`src/rtl/au_seq_mult.sv`:
```
// au_seq_mult: 4x4 unsigned sequential shift-and-add multiplier (IDLE/RUN/DONE).
// The partial-product add is a 4-bit carry-lookahead adder; one multiplier bit
// is retired per RUN cycle, so a full multiply takes 4 RUN cycles.
//
// Ports:
//   clk      in   1  rising-edge clock
//   rst_n    in   1  asynchronous active-low reset
//   start    in   1  begin a multiply (sampled only in IDLE)
//   a        in   4  unsigned multiplicand (captured with start)
//   b        in   4  unsigned multiplier (captured with start)
//   ready    out  1  in IDLE, able to accept start
//   busy     out  1  in RUN
//   done     out  1  one-cycle pulse, product valid
//   product  out  8  a*b, held until the next completed multiply
//
// Optional feature: define AU_MULT_ZERO_SKIP_EN to send a start with a zero
// operand straight from IDLE to DONE with product 0.
module au_seq_mult (
  input  logic       clk,
  input  logic       rst_n,
  input  logic       start,
  input  logic [3:0] a,
  input  logic [3:0] b,
  output logic       ready,
  output logic       busy,
  output logic       done,
  output logic [7:0] product
);

  localparam int unsigned OP_W   = 4;
  localparam int unsigned PROD_W = 8;
  localparam int unsigned CNT_W  = 3;
  localparam logic [CNT_W-1:0] LAST_CNT = CNT_W'(OP_W);

  typedef enum logic [1:0] {IDLE, RUN, DONE} state_t;

  state_t              r_state, w_state_nxt;
  logic [OP_W-1:0]     r_m, w_m_nxt;
  logic [OP_W-1:0]     r_q, w_q_nxt;
  logic [OP_W-1:0]     r_a, w_a_nxt;
  logic                r_c, w_c_nxt;
  logic [CNT_W-1:0]    r_cnt, w_cnt_nxt;
  logic [PROD_W-1:0]   r_product, w_product_nxt;
  logic                r_ready, r_busy, r_done;

  // Carry-lookahead add of the gated multiplicand into the accumulator.
  // C is always 0 after a shift, so it serves as the adder carry-in.
  logic [OP_W-1:0]     w_addend, w_g, w_p, w_sum;
  logic                w_c0, w_c1, w_c2, w_c3, w_cout;
  logic [2*OP_W:0]     w_shift;
  logic [CNT_W-1:0]    w_cnt_inc;

  always_comb begin
    w_addend = r_q[0] ? r_m : '0;
    w_g      = r_a & w_addend;
    w_p      = r_a ^ w_addend;
    w_c0     = r_c;
    w_c1     = w_g[0] | (w_p[0] & w_c0);
    w_c2     = w_g[1] | (w_p[1] & w_g[0]) | (w_p[1] & w_p[0] & w_c0);
    w_c3     = w_g[2] | (w_p[2] & w_g[1]) | (w_p[2] & w_p[1] & w_g[0])
             | (w_p[2] & w_p[1] & w_p[0] & w_c0);
    w_cout   = w_g[3] | (w_p[3] & w_g[2]) | (w_p[3] & w_p[2] & w_g[1])
             | (w_p[3] & w_p[2] & w_p[1] & w_g[0])
             | (w_p[3] & w_p[2] & w_p[1] & w_p[0] & w_c0);
    w_sum    = w_p ^ {w_c3, w_c2, w_c1, w_c0};
    // {C,A,Q} shifted right once; the carry lands in A[3].
    w_shift  = {w_cout, w_sum, r_q} >> 1;
    w_cnt_inc = r_cnt + CNT_W'(1);
  end

  // Next-state and datapath update.
  always_comb begin
    w_state_nxt   = r_state;
    w_m_nxt       = r_m;
    w_q_nxt       = r_q;
    w_a_nxt       = r_a;
    w_c_nxt       = r_c;
    w_cnt_nxt     = r_cnt;
    w_product_nxt = r_product;
    case (r_state)
      IDLE: begin
        if (start) begin
          w_m_nxt   = a;
          w_q_nxt   = b;
          w_a_nxt   = '0;
          w_c_nxt   = 1'b0;
          w_cnt_nxt = '0;
`ifdef AU_MULT_ZERO_SKIP_EN
          if ((a == '0) || (b == '0)) begin
            w_state_nxt   = DONE;
            w_product_nxt = '0;
          end else begin
            w_state_nxt = RUN;
          end
`else
          w_state_nxt = RUN;
`endif
        end
      end
      RUN: begin
        w_c_nxt   = w_shift[2*OP_W];
        w_a_nxt   = w_shift[2*OP_W-1:OP_W];
        w_q_nxt   = w_shift[OP_W-1:0];
        w_cnt_nxt = w_cnt_inc;
        if (w_cnt_inc == LAST_CNT) begin
          w_state_nxt   = DONE;
          w_product_nxt = w_shift[PROD_W-1:0];
        end
      end
      DONE:    w_state_nxt = IDLE;
      default: w_state_nxt = IDLE;
    endcase
  end

  // State, datapath and registered status flags.
  always_ff @(posedge clk or negedge rst_n) begin
    if (!rst_n) begin
      r_state   <= IDLE;
      r_m       <= '0;
      r_q       <= '0;
      r_a       <= '0;
      r_c       <= 1'b0;
      r_cnt     <= '0;
      r_product <= '0;
      r_ready   <= 1'b1;
      r_busy    <= 1'b0;
      r_done    <= 1'b0;
    end else begin
      r_state   <= w_state_nxt;
      r_m       <= w_m_nxt;
      r_q       <= w_q_nxt;
      r_a       <= w_a_nxt;
      r_c       <= w_c_nxt;
      r_cnt     <= w_cnt_nxt;
      r_product <= w_product_nxt;
      r_ready   <= (w_state_nxt == IDLE);
      r_busy    <= (w_state_nxt == RUN);
      r_done    <= (w_state_nxt == DONE);
    end
  end

  assign ready   = r_ready;
  assign busy    = r_busy;
  assign done    = r_done;
  assign product = r_product;

endmodule

```
`config.mk`:
```
export PLATFORM = sky130hd
export DESIGN_NAME = au_seq_mult
export DESIGN_NICKNAME = d
export VERILOG_FILES = /design/src/rtl/au_seq_mult.sv
export SDC_FILE = /design/constraint.sdc
export NUM_CORES = 1
export LEC_CHECK = 0
export CAP_MARGIN = 20
export CORE_MARGIN = 2
export CORE_UTILIZATION = 30
export DETAILED_ROUTE_END_ITERATION = 7
export PLACE_DENSITY_LB_ADDON = 0.12
export SYNTH_ARGS = -nofsm -noshare
export SYNTH_HDL_FRONTEND = slang
export SYNTH_SLANG_ARGS = --single-unit
```
`constraint.sdc`:
```
create_clock -name clk -period 1.9 [get_ports clk]
set_input_delay 0.38 -clock clk [delete_from_list [all_inputs] [get_ports clk]]
set_output_delay 0.38 -clock clk [all_outputs]
set_load 0.02 [all_outputs]
```
==> summary.md, run 1 <==
| Metric | Value |
|---|---|
| H-tree levels | 1 |
| Setup TNS | 0 ns |
| Int Power | 1.58 mW |
| Post-Syn Instances | 108 |
| Hold_buf cts | 0 |
| Post-CTS resize count | 0 |
| Clk_lat worst skew | roughly 0.27 ns |
| CTS tree | built |
| Via density | 4.74 |
| Starting Density | between 30% and 40% |
| Switching part of the total | between 30 and 40% |
| Core area | 4090 um2 |
| Pwr dens | 1500 nW/um2 |
| Worst stage delay on the critical path | 0.59 ns |
| Slowest CP cell | clkdlybuf4s50_1 |
| Clk buf depth | 2 |
| Syn Std Cell Area | 1310 um2 |
| Least-Margin Pin Slew | 0.361 ns |
| Die W | 70.0 um |
| First-pass DRT Iterations | 2 |
| Placement Rows | 23 |
| HPWL Detailed | 1960 um |
| Die ar. | 4900 um2 |
| Post-synthesis area per instance | 12.1 um2 |
| Post-route worst setup slack | 0.139 ns |
| Final Hold Fails | 0 |
| Cts bufs inserted | 3 |
| Final setup vio count | 0 |
| Antenna violations before repair | 0 |
| Crit path time final | 1.76 ns |
| RSZ-0062 raised after global routing | no |
| Hold slack | 0.476 ns |
| Max IR drop VDD | 0.742 mV |
| Fraction of layout cells with a size suffix above 1 | between 10% and 20% |
| CP Launch Type | flop |
| F_max | about 0.57 GHz |
| WP buf/inv | 1 |
| Sequential power share | 40.5% |
| GRT overflow | 0 |
| Max-Cap Viols | 0 |
| Comb pwr share | a little under half |
| Initial drt markers | 18 |
| Vias in the first global route | 939 |
| Gpl congestion | 0.906 |
| Clk network pwr share | 13.4% |
| Yosys reg bits | 28 |
| Most used DFF post-synth | dfrtp_1 |
| Ys async rst share | 100% |
| Synthesized Nets | between 100 and 150 |
| Worst min path class | primary input to asynchronous set/reset pin |
| Reg clk slew, reported paths | 0.09 ns |
| Net Switching | 0.906 mW |
| Critical Path AT | around 1.4 ns |
| Kind of critical path | flop to output port |
| Relative slew margins | 75.8% |
| Cell Chain, Critical Path | clkdlybuf4s50_1 |
| Global-route wire length before repair | around 4700 um |
| Largest net degree at the start of global routing | 29 |
| Finished Layout Cells | 186 |
| Wire per inst | approximately 14 um |
| Nets | 155 |
| Drt total wl | 2650 um |
| GR Util All Layers | between 10 and 15% |
| Clk sinks | 28 |
| Status | finished, final reports clean |
| Antenna fix cells | 0 |
| Post-synth EDFFs | 0 |
| Final period utilization | 92.7% |
| Overall Power | 2.48 mW |
| Clock root buffer master | clkbuf_8 |
| Die H | 70.0 um |
| Yosys warns | 0 |
| Io pins | 22 |
| Post-Place Setup Slack | 0.172 ns |
| DR vias | 881 |
| Setup bufs post-CTS | 0 |
| Syn-to-layout area delta | 26.6% |
| Clock Skew | about 0.0018 ns |
| Filler Cells Inserted | approximately 410 |
| Crit. End Element | output port |
| Antenna Nets Post-Route | 0 |
| DRC | 0 |
| Placed Cells | 182 |
| CP required | 1.52 ns |
| Crit-path leading delay family | buffers and inverters |
| Leak Pwr | about 0.74 nW |
| Sequential area share after synthesis | 53.7% |
| Largest fanout on the critical path | 1 |
| Count of input and output buffers | 21 |
| Synth unique cells | 31 |
| Slew Limit Fails | 0 |
-- through the flow --
| stage | cell area [um2] | utilization (%) |
|---|---|---|
| after floorplan | 1310 | - |
| after global placement | 1610 | 39.4 |
| after detailed placement | 1610 | 39.4 |
| after CTS | 1650 | 40.5 |
| after global routing | 1650 | 40.5 |
| final | 1650 | 40.5 |
-- worst paths after layout --
path	start	endpoint	slack [ns]	cells past startpoint
max in group asynchronous	rst_n	ready$_DFF_PN1_	1.12	2
min in group clk	product[1]$_DFFE_PN0P_	product[1]$_DFFE_PN0P_	0.51	1
min	rst_n	product[0]$_DFFE_PN0P_	0.48	2
min reg2reg	product[1]$_DFFE_PN0P_	product[1]$_DFFE_PN0P_	0.51	1
max reg2reg	r_q[0]$_DFFE_PN0P_	product[7]$_DFFE_PN0P_	0.17	5
max	ready$_DFF_PN1_	ready	0.14	1
-- layout make-up --
type                       count  area (um2)  area share (%)
timing repair buffer          28         263            15.9
tap                           50        62.6            3.78
multi-input combinational     69         556            33.6
inverter                       7        26.3            1.59
clock buffer                   4        45.0            2.72
sequential                    28         702            42.4
-- metal layers --
metal | track usage, % | part of all wire, % | up-vias
met5 | 0 | 0 | -
met4 | 3.85 | 1.3 | 0
met3 | 3.61 | 3.7 | 4
met2 | 18.8 | 46 | 13
met1 | 16.5 | 49 | 433
li1 | - | - | 431
-- cells in the final DEF, fill, tap and decap left out --
cell / synthesis / final
o21ba_2: 1 / 1
and2b_1: 1 / 1
xor2_2: 1 / 1
nand3_4: 1 / 1
a211oi_1: 1 / 1
dfrtp_1: 27 / 27
buf_4: 1 / 7
nor2_1: 2 / 2
clkbuf_8: 0 / 3
o31ai_1: 2 / 2
a22o_1: 3 / 3
mux2_2: 10 / 10
clkbuf_1: 0 / 1
inv_2: 1 / 1
a22oi_1: 3 / 3
a31oi_1: 2 / 2
dfstp_2: 1 / 1
inv_1: 6 / 6
clkdlybuf4s50_1: 0 / 21
a21oi_1: 4 / 4
nand2b_1: 1 / 1
a31o_2: 1 / 1
mux2i_1: 1 / 1
nor3b_1: 1 / 1
and3b_1: 1 / 1
xnor2_1: 1 / 1
nand2_1: 5 / 5
fa_1: 1 / 1
o21ai_0: 9 / 9
nor2b_1: 5 / 5
o21bai_1: 2 / 2
and2_1: 4 / 4
ha_1: 6 / 6
-- cell usage after synthesis (2+ instances only) --
cell type  number  area (um2)
dfrtp_1        27         676
mux2_2         10         113
o21ai_0         9        45.0
ha_1            6        75.1
inv_1           6        22.5
nand2_1         5        18.8
nor2b_1         5        31.3
a21oi_1         4        20.0
and2_1          4        25.0
a22o_1          3        26.3
a22oi_1         3        22.5
buf_2           3        15.0
a31oi_1         2        12.5
nor2_1          2        7.51
o21bai_1        2        15.0
o31ai_1         2        15.0
-- flip-flops by register name, summed over array words and instances, names as in the netlist --
name / flops
r_a: 4
r_state: 2
r_cnt: 3
ready: 1
r_q: 4
r_m: 4
done: 1
busy: 1
product: 8
-- cells by family (layout without fill, tap and decap cells) --
group	count (synthesis)	after routing	synth area share (%)
AO/OA/AOI/OAI	28	28	14.0
XOR/XNOR	2	2	1.92
adder cells (fa/ha/maj)	7	7	7.28
buffers and inverters	11	39	3.74
flip-flops	28	28	53.7
multiplexers	11	11	9.39
AND/OR/NAND/NOR	21	21	9.96
-- power by group through the flow --
stage	Sequential [mW]	Clock [mW]	Combinational, mW
6_report	1.00	0.333	1.14
5_1_grt	1.04	0.382	1.28
4_1_cts	1.01	0.341	1.16
3_5_place_dp	1.02	0	1.16
3_3_place_gp	1.01	0	1.15
2_1_floorplan	1.08	0	0.660
No activity file was read; power rests on OpenSTA's default activity.
==> run 2, diff against run 1 <==
- CTS_CLUSTER_DIAMETER: not set -> 100
- DONT_BUFFER_PORTS: not set -> 1
- GPL_TIMING_DRIVEN: not set -> 0
==> run 2 against run 1 <==
  * Clock skew up 0.0035 ns
  * Sequential share of layout area grew 5.7 points
  * Fmax rose by 1.7%
  * Power shrank 7.4%
  * Core utilization fell by 4.8 points
  * Critical path depth rose by 4
  * Combinational power shrank 28%
  * Cell count fell by 12%
  * First-iteration DRC count grew 5.6%
  * Clock-buffer cell count unchanged
  * Register-to-register slack barely moved
  * Critical path type is now flop to flop
  * Worst setup slack better by 0.030 ns
==> summary.md, run 2 (same netlist as run 1, synthesis figures left out) <==
| Metric | Value |
|---|---|
| GR Util All Layers | 11.2% (was 12.2%) |
| Int Power | 1.43 mW (was 1.58 mW) |
| Max IR drop VDD | 0.612 mV (was 0.742 mV) |
| Worst min path class | primary input to flop (was primary input to asynchronous set/reset pin) |
| Vias in the first global route | 865 (was 939) |
| Syn-to-layout area delta | 11.7% (was 26.6%) |
| Net Switching | 0.872 mW (was 0.906 mW) |
| Switching part of the total | 37.9% (was 36.5%) |
| Crit path from | r_q[0]$_DFFE_PN0P_ (was ready$_DFF_PN1_) |
| DRC | 0 (unchanged) |
| Count of input and output buffers | 0 (was 21) |
| CTS tree | built (unchanged) |
| F_max | 0.578 GHz (was 0.568 GHz) |
| Reg clk slew, reported paths | 0.10 ns (was 0.09 ns) |
| DR vias | 814 (was 881) |
| Antenna fix cells | 0 (unchanged) |
| Crit path time final | 1.73 ns (was 1.76 ns) |
| Core area | 4090 um2 (unchanged) |
| Wire per inst | 15.4 um (was 14.2 um) |
| Die H | 70.0 um (unchanged) |
| Initial drt markers | 19 (was 18) |
| Reg area | 702 um2 (unchanged) |
| Leak Pwr | 0.664 nW (was 0.739 nW) |
| Die W | 70.0 um (unchanged) |
| HPWL Detailed | 1740 um (was 1960 um) |
| Commonest non-fill, non-tap cell in the layout | dfrtp_1 (unchanged) |
| Slew Limit Fails | 0 (unchanged) |
| Drt total wl | 2520 um (was 2650 um) |
| Antenna Nets Post-Route | 0 (unchanged) |
| Post-route worst setup slack | 0.169 ns (was 0.139 ns) |
| Die ar. | 4900 um2 (unchanged) |
| GRT overflow | 0 (unchanged) |
| CP required | 2.06 ns (was 1.52 ns) |
| Clk buf depth | 2 (unchanged) |
| Comb pwr share | 35.9% (was 46.1%) |
| Final period utilization | 91.1% (was 92.7%) |
| Reg2reg end | product[7]$_DFFE_PN0P_ (unchanged) |
| Starting Density | 32.0% (unchanged) |
| Sequential power share | 48.1% (was 40.5%) |
| Least-Margin Pin Slew | 0.269 ns (was 0.361 ns) |
| CP endpoint | product[7]$_DFFE_PN0P_ (was ready) |
| Nets | 133 (was 155) |
| Placement Rows | 23 (unchanged) |
| Clk_lat worst skew | 0.27 ns (about the same) |
| Kind of critical path | flop to flop (was flop to output port) |
| Area post-placement | 1370 um2 (was 1610 um2) |
| Pwr dens | 1580 nW/um2 (was 1500 nW/um2) |
| Setup TNS | 0 ns (unchanged) |
| First-pass DRT Iterations | 4 (was 2) |
| Largest fanout on the critical path | 5 (was 1) |
| Relative slew margins | 82.0% (was 75.8%) |
| Fin area | 1460 um2 (was 1650 um2) |
| Io pins | 22 (unchanged) |
| Final setup vio count | 0 (unchanged) |
| Final Hold Fails | 0 (unchanged) |
| Global-route wire length before repair | 4290 um (was 4650 um) |
| Reg2Reg Launch Point | r_q[0]$_DFFE_PN0P_ (unchanged) |
| Via density | 4.96 (was 4.74) |
| CP Launch Type | flop (unchanged) |
| Gpl congestion | 0.723 (was 0.906) |
| Critical Path AT | 1.89 ns (was 1.38 ns) |
| Max reg flops | 8 (unchanged) |
| H-tree levels | 1 (unchanged) |
| Clk network pwr share | 16.0% (was 13.4%) |
| RSZ-0062 raised after global routing | no (unchanged) |
| Clock root buffer master | clkbuf_8 (unchanged) |
| Post-Place Setup Slack | 0.0637 ns (was 0.172 ns) |
| Status | finished, final reports clean (unchanged) |
| R2r setup slk | 0.17 ns (about the same) |
| Reg2reg path depth | 5 (unchanged) |
| Commonest cells after routing, fill and taps aside | dfrtp_1 (27), mux2_2 (10), o21ai_0 (9) (was dfrtp_1 (27), clkdlybuf4s50_1 (21), mux2_2 (10)) |
| Final cell utilization of the core | 35.7% (was 40.5%) |
| Crit. End Element | flop (was output port) |
| Largest net degree at the start of global routing | 29 (unchanged) |
| Max-Cap Viols | 0 (unchanged) |
| Antenna violations before repair | 0 (unchanged) |
| Fraction of layout cells with a size suffix above 1 | 22.8% (was 19.1%) |
| Clock Skew | 0.00533 ns (was 0.00184 ns) |
| Clk sinks | 28 (unchanged) |
| Overall Power | 2.30 mW (was 2.48 mW) |
| Filler Cells Inserted | 412 (was 407) |
| Area of the multi-input gates | 561 um2 (was 556 um2) |
| Cts bufs inserted | 3 (unchanged) |
-- run 2: cell types whose count changed in the layout (fill, tap and decap cells not counted) --
| cell | before | now |
|---|---|---|
| clkbuf_8 | 3 | 4 |
| a211oi_1 | 1 | 0 |
| clkdlybuf4s50_1 | 21 | 0 |
| clkbuf_1 | 1 | 0 |
| buf_2 | 0 | 3 |
| buf_4 | 7 | 1 |
| dlygate4sd3_1 | 0 | 1 |
| a211oi_2 | 0 | 1 |
| buf_12 | 0 | 1 |
-- run 2: worst min-delay path by stage --
stage	endpoint	cells after the start	startpoint
floorplan	busy$_DFF_PN0_	0	rst_n
global placement	done$_DFF_PN0_	0	rst_n
finish	r_m[2]$_DFFE_PN0P_	1	a[2]
CTS	r_m[2]$_DFFE_PN0P_	1	a[2]
global route	r_m[3]$_DFFE_PN0P_	1	a[3]
detailed placement	done$_DFF_PN0_	0	rst_n
-- run 2: metal layers --
metal | vias up | share of wire, % | track usage, %
met4 | 0 | 0.95 | 3.21
met1 | 406 | 47 | 14.5
li1 | 390 | - | -
met2 | 16 | 47 | 17.7
met5 | - | 0 | 0
met3 | 2 | 4.7 | 4.18
-- run 2: layout make-up --
cell class                 instances  area share (%)
buffer                             4            1.54
multi-input combinational         69            38.4
tap                               50            4.29
sequential                        28            48.1
inverter                           7            1.80
timing repair buffer               2            2.06
clock buffer                       4            3.77
-- run 2: metrics by stage --
step | cells | hold WS [ns]
after floorplan | 108 | 0.0844
after global placement | 158 | 0.0852
after detailed placement | 158 | 0.0853
after CTS | 164 | 0.242
after global routing | 164 | 0.227
final | 164 | 0.251
-- run 2: power groups by stage --
| stage | registers (mW) | logic (mW) | clock network, mW |
|---|---|---|---|
| floorplan | 1.08 | 0.660 | 0 |
| global placement | 1.12 | 0.804 | 0 |
| detailed placement | 1.12 | 0.811 | 0 |
| CTS | 1.11 | 0.836 | 0.389 |
| global route | 1.15 | 0.939 | 0.412 |
| finish | 1.11 | 0.825 | 0.368 |
-- run 2: worst max-delay path: stages, from the launching register on --
cell and delay (ns):
dfrtp_1 0.43, and2_1 0.18, ha_1 0.29, a211oi_2 0.29
o21bai_1 0.15, mux2_2 0.28
-- run 2: repair_timing --
| item | CTS | global route |
|---|---|---|
| setup endpoints to repair | 0 | 3 |
| gates resized for setup | 0 | 1 |
| setup buffers | 0 | 0 |
| endpoints found under the hold margin | 28 | 0 |
| hold buffers | 2 | 0 |
